File: config.mk
export PLATFORM = sky130hd
export DESIGN_NAME = temp_display_driver_flat
export DESIGN_NICKNAME = d
export VERILOG_FILES = /design/src/rtl/temp_display_driver_if.sv /design/src/rtl/temp_display_driver.sv /design/src/flat_wrapper.sv
export SDC_FILE = /design/constraint.sdc
export NUM_CORES = 1
export LEC_CHECK = 0
export CORE_MARGIN = 3
export CORE_UTILIZATION = 44
export CTS_CLUSTER_DIAMETER = 150
export DETAILED_ROUTE_END_ITERATION = 10
export GPL_ROUTABILITY_DRIVEN = 0
export PLACE_DENSITY = 0.66
export SKIP_LAST_GASP = 1
export SYNTH_ARGS = -nofsm -noshare
export SYNTH_HDL_FRONTEND = slang
export SYNTH_SLANG_ARGS = --single-unit
File: constraint.sdc
create_clock -name CLK_I -period 2.6 [get_ports CLK_I]
set_clock_uncertainty 0.1 [all_clocks]
set_input_delay 0.52 -clock CLK_I [delete_from_list [all_inputs] [get_ports CLK_I]]
set_output_delay 0.52 -clock CLK_I [all_outputs]
set_load 0.005 [all_outputs]
File: src/rtl/temp_display_driver_if.sv
// Reading/display bundle between the thermometer stage, the display driver and the board pins.
interface temp_display_driver_if;
    logic [6:0] DEGREE_I;
    logic       VALID_I;
    logic [6:0] SEG_O;
    logic [2:0] ANODE_O;
    logic       BUSY_O;
    logic       UPDATE_O;
    logic       ALARM_O;

    modport master (
        output DEGREE_I, VALID_I,
        input  SEG_O, ANODE_O, BUSY_O, UPDATE_O, ALARM_O
    );

    modport slave (
        input  DEGREE_I, VALID_I,
        output SEG_O, ANODE_O, BUSY_O, UPDATE_O, ALARM_O
    );
endinterface

File: src/rtl/temp_display_driver.sv
// Celsius reading -> 3-digit BCD (sequential double-dabble) -> multiplexed active-low 7-segment display.
// Optional build macro TEMP_DISP_LEADING_ZERO_BLANK_EN blanks leading zero digits.
module temp_display_driver #(
    parameter int SCAN_DIV     = 50000,
    parameter int ALARM_THRESH = 80
) (
    input  logic CLK_I,
    input  logic RST_I,
    temp_display_driver_if.slave bus
);
    localparam int CNT_W = (SCAN_DIV > 2) ? $clog2(SCAN_DIV) : 1;

    typedef enum logic [1:0] {IDLE, CONV, DONE} state_t;

    state_t           state_q, state_d;
    logic             prev_valid;
    logic [6:0]       bin_r, val_r;
    logic [11:0]      bcd_r, disp_r;
    logic [2:0]       iter_r;
    logic             alarm_r;
    logic [CNT_W-1:0] scan_cnt;
    logic [1:0]       digit_idx;
    logic [6:0]       seg_r, digit_seg;
    logic [2:0]       anode_r;
    logic [3:0]       nib;
    logic             blank;
    logic             capture, busy, update;

    function automatic logic [6:0] sat100(input logic [6:0] d);
        return (d > 7'd100) ? 7'd100 : d;
    endfunction

    function automatic logic [11:0] dabble_adj(input logic [11:0] b);
        logic [11:0] r;
        r = b;
        for (int i = 0; i < 3; i++)
            if (r[i*4 +: 4] >= 4'd5) r[i*4 +: 4] = r[i*4 +: 4] + 4'd3;
        return r;
    endfunction

    function automatic logic [6:0] seg7(input logic [3:0] n);
        case (n)
            4'd0: return 7'b1000000;
            4'd1: return 7'b1111001;
            4'd2: return 7'b0100100;
            4'd3: return 7'b0110000;
            4'd4: return 7'b0011001;
            4'd5: return 7'b0010010;
            4'd6: return 7'b0000010;
            4'd7: return 7'b1111000;
            4'd8: return 7'b0000000;
            4'd9: return 7'b0010000;
            default: return 7'b1111111;
        endcase
    endfunction

    always_ff @(posedge CLK_I) begin
        if (RST_I) state_q <= IDLE;
        else       state_q <= state_d;
    end

    always_comb begin
        state_d = state_q;
        capture = 1'b0;
        busy    = 1'b0;
        update  = 1'b0;
        case (state_q)
            IDLE: begin
                // Rising edges arriving while not idle are simply lost.
                if (bus.VALID_I && !prev_valid) begin
                    capture = 1'b1;
                    state_d = CONV;
                end
            end
            CONV: begin
                busy = 1'b1;
                if (iter_r == 3'd6) state_d = DONE;
            end
            DONE: begin
                busy    = 1'b1;
                update  = 1'b1;
                state_d = IDLE;
            end
            default: state_d = IDLE;
        endcase
    end

    always_ff @(posedge CLK_I) begin
        if (RST_I) begin
            prev_valid <= 1'b0;
            iter_r     <= 3'd0;
            alarm_r    <= 1'b0;
            disp_r     <= 12'd0;
        end else begin
            prev_valid <= bus.VALID_I;
            if (capture)               iter_r <= 3'd0;
            else if (state_q == CONV)  iter_r <= iter_r + 3'd1;
            if (state_q == DONE) begin
                disp_r  <= bcd_r;
                alarm_r <= (int'(val_r) >= ALARM_THRESH);
            end
        end
    end

    // Conversion datapath: adjust-then-shift, one bit per CONV cycle.
    always_ff @(posedge CLK_I) begin
        if (capture) begin
            bin_r <= sat100(bus.DEGREE_I);
            val_r <= sat100(bus.DEGREE_I);
            bcd_r <= 12'd0;
        end else if (state_q == CONV) begin
            {bcd_r, bin_r} <= {dabble_adj(bcd_r), bin_r} << 1;
        end
    end

    always_comb begin
        nib   = disp_r[3:0];
        blank = 1'b0;
        case (digit_idx)
            2'd1: begin
                nib = disp_r[7:4];
`ifdef TEMP_DISP_LEADING_ZERO_BLANK_EN
                blank = (disp_r[11:4] == 8'd0);
`endif
            end
            2'd2: begin
                nib = disp_r[11:8];
`ifdef TEMP_DISP_LEADING_ZERO_BLANK_EN
                blank = (disp_r[11:8] == 4'd0);
`endif
            end
            default: ;
        endcase
        digit_seg = blank ? 7'b1111111 : seg7(nib);
    end

    // Anode and segment pattern share one register stage so they switch on the same edge.
    always_ff @(posedge CLK_I) begin
        if (RST_I) begin
            scan_cnt  <= '0;
            digit_idx <= 2'd0;
            anode_r   <= 3'b110;
            seg_r     <= 7'b1000000;
        end else begin
            if (scan_cnt == CNT_W'(SCAN_DIV - 1)) begin
                scan_cnt  <= '0;
                digit_idx <= (digit_idx == 2'd2) ? 2'd0 : digit_idx + 2'd1;
            end else begin
                scan_cnt <= scan_cnt + 1'b1;
            end
            anode_r <= ~(3'b001 << digit_idx);
            seg_r   <= digit_seg;
        end
    end

    assign bus.SEG_O    = seg_r;
    assign bus.ANODE_O  = anode_r;
    assign bus.BUSY_O   = busy;
    assign bus.UPDATE_O = update;
    assign bus.ALARM_O  = alarm_r;
endmodule

File: src/flat_wrapper.sv
// flat-port wrapper written by rule: the top's interface ports become plain ports
module temp_display_driver_flat 
#(
    parameter int SCAN_DIV     = 50000,
    parameter int ALARM_THRESH = 80
)
  (CLK_I, RST_I, bus_DEGREE_I, bus_VALID_I, bus_SEG_O, bus_ANODE_O, bus_BUSY_O, bus_UPDATE_O, bus_ALARM_O);
  temp_display_driver_if bus_i ();
  input  logic CLK_I;
  input  logic RST_I;
  input wire logic [$bits(bus_i.DEGREE_I)-1:0] bus_DEGREE_I;
  input wire logic [$bits(bus_i.VALID_I)-1:0] bus_VALID_I;
  output wire logic [$bits(bus_i.SEG_O)-1:0] bus_SEG_O;
  output wire logic [$bits(bus_i.ANODE_O)-1:0] bus_ANODE_O;
  output wire logic [$bits(bus_i.BUSY_O)-1:0] bus_BUSY_O;
  output wire logic [$bits(bus_i.UPDATE_O)-1:0] bus_UPDATE_O;
  output wire logic [$bits(bus_i.ALARM_O)-1:0] bus_ALARM_O;
  assign bus_i.DEGREE_I = bus_DEGREE_I;
  assign bus_i.VALID_I = bus_VALID_I;
  assign bus_SEG_O = bus_i.SEG_O;
  assign bus_ANODE_O = bus_i.ANODE_O;
  assign bus_BUSY_O = bus_i.BUSY_O;
  assign bus_UPDATE_O = bus_i.UPDATE_O;
  assign bus_ALARM_O = bus_i.ALARM_O;
  temp_display_driver #(.SCAN_DIV(SCAN_DIV), .ALARM_THRESH(ALARM_THRESH)) u_core (.CLK_I(CLK_I), .RST_I(RST_I), .bus(bus_i));
endmodule
-- Word-level counts from Yosys, hierarchy flattened
Memories as Yosys holds them, arrays and structs flattened. A register that Yosys moved wholly into a read port is not among the register bits.
Index checks and enable logic that the tools add are counted.
- flip-flop bits (word level): 66
- memory bits (read-only): 112
- bits of input ports: 10
- output and inout port bits: 13
- memories kept: 1
- memory list (memory ; depth ; bits a word ; read ports ; clocked after Yosys merged registers in ; wr ports ; line ; text):
    (no name shown) ; 16 ; 7 ; 1 ; 1 ; 0 ; temp_display_driver.sv:42 ; case (n)
- add/subtract/negate cells: 6
- magnitude comparators: 5
- equal/unequal tests: 8
- shift-type cells: 1
- multiplexer cells: 15
- bitwise logic cells: 1
- reductions and logical operators: 8
- operators by type and width (kind ; count):
    $mux 7 ; 3
    $add 16x1->16 const B ; 1
    $eq 16x16->1 const B ; 1
    $ge 4x3->1 const B ; 3
    $add 4x2->4 const B ; 2
    $mux 4 ; 2
    $pmux 4 s2 ; 1
    $ge 7x7->1 const B ; 1
    $gt 7x7->1 const B ; 1
    $mux 2 ; 3
    $reduce_or 2->1 ; 3
    $eq 2x1->1 const B ; 2
    $eq 2x2->1 const B ; 2
    $mux 1 ; 4
    $ne 2x1->1 const B ; 2
    $pmux 2 s2 ; 1
    $add 3x1->3 const B ; 1
    $add 3x2->3 const B ; 1
    $eq 3x3->1 const B ; 1
    $mux 3 ; 1
    $not 3->3 ; 1
    $shl 1x2->3 const A ; 1
    $add 2x1->2 const B ; 1
    $logic_not 2->1 ; 1
    other kinds (4) ; 4

-- Longest topological paths before layout
Gate-level depths: netlist of run 1.
- depth after elaboration: 5
- mapped depth: 10
- gate-level depth less buffers: 9

-- Least setup slack after synthesis of run 1
Ideal clock, no wire load.
- path kind: register to register
- from: reg u_core.digit_idx[0]
- to: reg u_core.seg_r[6] (netlist: u_core.bus.SEG_O[6])
- setup time: 0.123 ns
- data arrival time: 1.848 ns
- required time: 2.377 ns
- setup slack: 0.528 ns
- cell stages (with the launch flop): 11
- path buffers: 1
- cells stage by stage: dfxtp_1 -> inv_1 -> ha_1 -> buf_2 -> nor2_1 -> a21o_1 -> inv_1 -> ha_1 -> nor3_1 -> a21oi_1 -> or2_2
- longest elaborated chain between the ends: 2
- elaborated cells on any way between the ends: 3
- RTL lines (element ; line ; text):
    start: declaration ; temp_display_driver.sv:22 ; logic [1:0] digit_idx;
    start signal: assignment ; temp_display_driver.sv:147 ; digit_idx <= (digit_idx == 2'd2) ? 2'd0 : digit_idx + 2'd1;
    $eq 2x2->1 or $eq 2x1->1 (tied branches) ; temp_display_driver.sv:119 ; case (digit_idx)
    $pmux 4 s2 * ; temp_display_driver.sv:119 ;
    end: declaration ; temp_display_driver.sv:23 ; logic [6:0] seg_r, digit_seg;
Mark *: on every way between the ends. The rest lies on a longest branch, timed or not.
A chain may end at the register's enable or synchronous reset.

-- Worst setup path in the final report of run 1
Same ends and word-level chain as after synthesis.

==> summary.txt, run 1 <==
Synth
  – Avg Cell Area, Syn: 9.425 um^2
  – Largest family of logic cells by synthesized area: simple AND/OR/NAND/NOR gates
  – Syn_nets: 367
  – Register area share after synthesis: 0.4678
  – Multiplexer area fraction after synthesis: 0.07744
  – Cell count after synthesis: 336
  – Cell Area, Synth: 3167 um^2
  – Yosys warns: 0
  – XOR/XNOR Fraction of Synth Area: 0.06085
  – Yosys top cell area share: 0.3730
  – Synth Area in Adders: 0.08297
  – Yosys reg bits: 69
  – Top cells by area, synth: dfxtp_1 37%, edfxtp_1 9.5%, ha_1 8.3%, mux2i_1 6.3%, nor2_1 6.0%
  – Simple-Gate Fraction of Synth Area: 0.1849
  – Synth cell types: 36
  – Synth Area in Compound Gates: 0.08297
  – Largest area contributor in the netlist: dfxtp_1

STA
  – Pin slew with the least headroom to its limit: 0.5375 ns
  – Unrepaired setup endpoints after global routing: no
  – Min Tclk post-route: 2.252 ns
  – Final worst-path cycle share: 0.8662
  – Worst slew margin: 0.6417
  – Final Slew Violations: 0
  – Final setup violation count: 0
  – Fin. Hold Viols: 0
  – Final setup margin: 0.3480 ns
  – Sum Neg Setup Slack: 0 ns
  – Highest Clock Rate: 444.0 MHz

Hold path
  – Hold Path Sink: u_core.scan_cnt[0]
  – HP Class: flip-flop to flip-flop
  – Cell count of the worst hold path: 1
  – HP Start: u_core.scan_cnt[0]

Power and ir drop
  – Tot Pwr: 2.266 mW
  – Leakage: 1.389 nW
  – Flop pwr share: 0.513
  – Power Internal: 1.733 mW
  – Clock Power Share: 0.391
  – Switching share of power: 0.2352
  – Combinational power share: 0.096
  – Switching power total: 0.5332 mW
  – Peak supply drop: 304.1 uV
  – Power per cell area: 617.0 nW/um^2

Worst setup path
  – Crit-path leading delay family: simple AND/OR/NAND/NOR gates
  – Data required, critical path: 2.73 ns
  – Slowest stage delay, CP: 0.42 ns
  – Arrival @ worst endpoint: 2.38 ns
  – Crit Path Max Fanout: 9
  – WS Path Type: flip-flop to flip-flop
  – WP buf/inv: 2
  – CP Cell Sequence: inv_1, ha_1, nor2_1, a21o_1, inv_1, ha_1, nor3_1, a21oi_1, or2_2
  – Critical Path Source Type: flip-flop
  – Worst R2R End: u_core.bus.SEG_O[6]
  – CP max stage cell: ha_1
  – Worst R2R Setup Slack: 0.35 ns
  – Worst reg2reg path depth: 9
  – Reg-to-Reg Start: u_core.digit_idx[0]
  – Critical path capture point type: flip-flop

Die
  – Initial Util: 0.4610
  – Die area: 8251 um^2
  – Core Box Area: 6869 um^2
  – Die height: 90.84 um
  – Ports: 23
  – Row cnt: 30
  – Die Span X: 90.84 um

Finish
  – Syn-to-layout area delta: 16.00%
  – Sequential cell area: 1481 um^2
  – Final core occ: 0.5348
  – Diode count: 0
  – Layout cells sized above 1: 0.07671
  – # fillers: 628
  – Fin cells: 461
  – Nets: 391
  – Multi-input logic area: 1549 um^2

Clock tree
  – Hold Buf Count CTS: 0
  – CTS clk-pin slew, worst paths: 0.07 ns
  – Post-CTS setup buffers: 0
  – Post-CTS sizing: 0
  – CTS tree: built
  – Cts bufs inserted: 9
  – H-tree depth: 3
  – Sink Count: 69
  – Worst-Skew Late Latency: 0.34 ns
  – Root Driver: clkbuf_8
  – Deepest clock path buffer count: 2

Routing
  – DR iter-0 viols: 110
  – Routed WL per cell: 12.16 um
  – Antenna viol nets, final: 0
  – Vias per std cell: 4.946
  – Sum of routed wire length over all layers: 5.607 mm
  – Via count: 2,280
  – Drt drc: 0
  – Drt pass-1 iters: 4

Placement
  – Placed cells: 445
  – Port Buffer Count: 22
  – Dpl hpwl: 3.942 mm
  – Worst slack, placed: 0.3296 ns

Run status
  – Status: completed

Global routing
  – Number of global-route vias before repair: 2,204
  – Congestion Overflow GR: 0
  – Largest net degree at the start of global routing: 32
  – Initial antenna violation count: 0
  – First-pass GRT wire length: 9.763 mm
  – Gr usage total: 0.1446

Run
  – Maximum capacitance violations: 0
==> per-stage QoR <==
step,hold slack [ns],cell area [um^2]
after floorplan,0.3178,3167
after global placement,0.3326,3472
after detailed placement,0.3402,3472
after CTS,0.3535,3674
after global routing,0.3732,3674
final,0.3470,3674
==> routing by layer <==
metal  vias up  routed length, um  global-route usage
met5         -                  0                   0
met4         0                116             0.07035
met3        14                180             0.03833
met2        35               2606              0.2329
met1      1058               2703              0.1791
li1       1173                  -                   -
==> sequential cells by signal (all words and copies together), names as in the netlist <==
register / count
u_core.scan_cnt: 16
u_core.iter_r: 3
u_core.bus.ALARM_O: 1
u_core.disp_r: 12
u_core.prev_valid: 1
u_core.bus.SEG_O: 7
u_core.state_q: 2
u_core.digit_idx: 2
u_core.val_r: 3
u_core.bcd_r: 12
u_core.bin_r: 7
u_core.bus.ANODE_O: 3
==> synthesized netlist by cell type <==
library cell,number
nor3_1,7
nor3b_1,1
nor2_1,51
and3_4,1
buf_2,4
and2_1,4
or2_1,1
a21oi_2,1
a22oi_1,4
mux2i_1,20
nand4_1,2
nand3_1,11
clkbuf_1,8
and3_1,2
ha_1,21
or2b_1,1
inv_1,17
o21ai_0,8
or2_2,2
nor4_1,2
buf_6,2
a211oi_1,2
edfxtp_1,10
a21oi_1,19
o211ai_1,3
xnor2_1,11
a2111oi_0,1
mux2_2,4
and4_2,1
a21o_1,4
a31oi_1,2
xor2_1,11
nand2b_1,12
nand2_1,23
nor2b_1,4
dfxtp_1,59
==> cell usage in the layout (no fill, tap or decap), types with 2 or more instances in the layout <==
cell             count
nand2b_1            12
a31oi_1              2
nand4_1              2
buf_4                5
and3_1               2
clkdlybuf4s50_1     22
mux2_2               4
nand2_1             23
clkbuf_8             9
nor2_1              51
a22oi_1              4
clkbuf_1             2
or2_2                2
nor4_1               2
o21ai_0              8
a21o_1               4
nand3_1             11
o211ai_1             3
edfxtp_1            10
xor2_1              11
a21oi_1             19
nor3_1               7
dfxtp_1             59
a211oi_1             2
mux2i_1             20
and2_1               4
xnor2_1             11
ha_1                21
clkinv_2             3
nor2b_1              4
inv_1               17
==> how the worst max path moves through the flow <==
stage                   startpoint                  end  slack, ns  depth (start not counted)
4_1_cts        u_core.digit_idx[0]  u_core.bus.SEG_O[6]       0.36                          9
2_1_floorplan  u_core.digit_idx[0]  u_core.bus.SEG_O[6]       0.53                         10
3_3_place_gp           bus_VALID_I      u_core.bin_r[2]       0.36                          5
3_5_place_dp           bus_VALID_I      u_core.bin_r[4]       0.33                          5
6_report       u_core.digit_idx[0]  u_core.bus.SEG_O[6]       0.35                          9
5_1_grt        u_core.digit_idx[0]  u_core.bus.SEG_O[6]       0.20                          9
==> power groups by stage <==
stage                     clock network [mW]  registers, mW  logic (mW)
after floorplan                            0           1.18       0.159
after global placement                     0           1.19       0.212
after detailed placement                   0           1.19       0.219
after CTS                              0.912           1.16       0.221
after global routing                   0.952           1.17       0.244
final                                  0.886           1.16       0.217
==> area by class of cell <==
class / count / area share
clock buffers: 12 / 0.04257
inverters: 17 / 0.01737
repair buffers: 27 / 0.07016
multi-input cells: 236 / 0.4217
well taps: 96 / 0.03270
clock inverters: 4 / 0.01226
flip-flops and latches: 69 / 0.4033
==> cell families after synthesis <==
group,count (synthesis)
AOI/OAI and AO/OA,44
xor gates and xnor gates,22
adders and majority gates,21
buffers and inverters,31
DFF,69
muxes,24
and+or+nand+nor,125
Power figures use the tool's default switching activity.
==> inputs of run 2 (changes only) <==
--- a/config.mk
+++ b/config.mk
@@ -8,10 +8,12 @@
 export CORE_MARGIN = 3
 export CORE_UTILIZATION = 44
 export CTS_CLUSTER_DIAMETER = 150
+export CTS_CLUSTER_SIZE = 16
 export DETAILED_ROUTE_END_ITERATION = 10
 export GPL_ROUTABILITY_DRIVEN = 0
 export PLACE_DENSITY = 0.66
 export SKIP_LAST_GASP = 1
+export SLEW_MARGIN = 20
 export SYNTH_ARGS = -nofsm -noshare
 export SYNTH_HDL_FRONTEND = slang
 export SYNTH_SLANG_ARGS = --single-unit
==> results of run 2 <==
No change in the layout: final DEF, timing and power equal those of run 1.
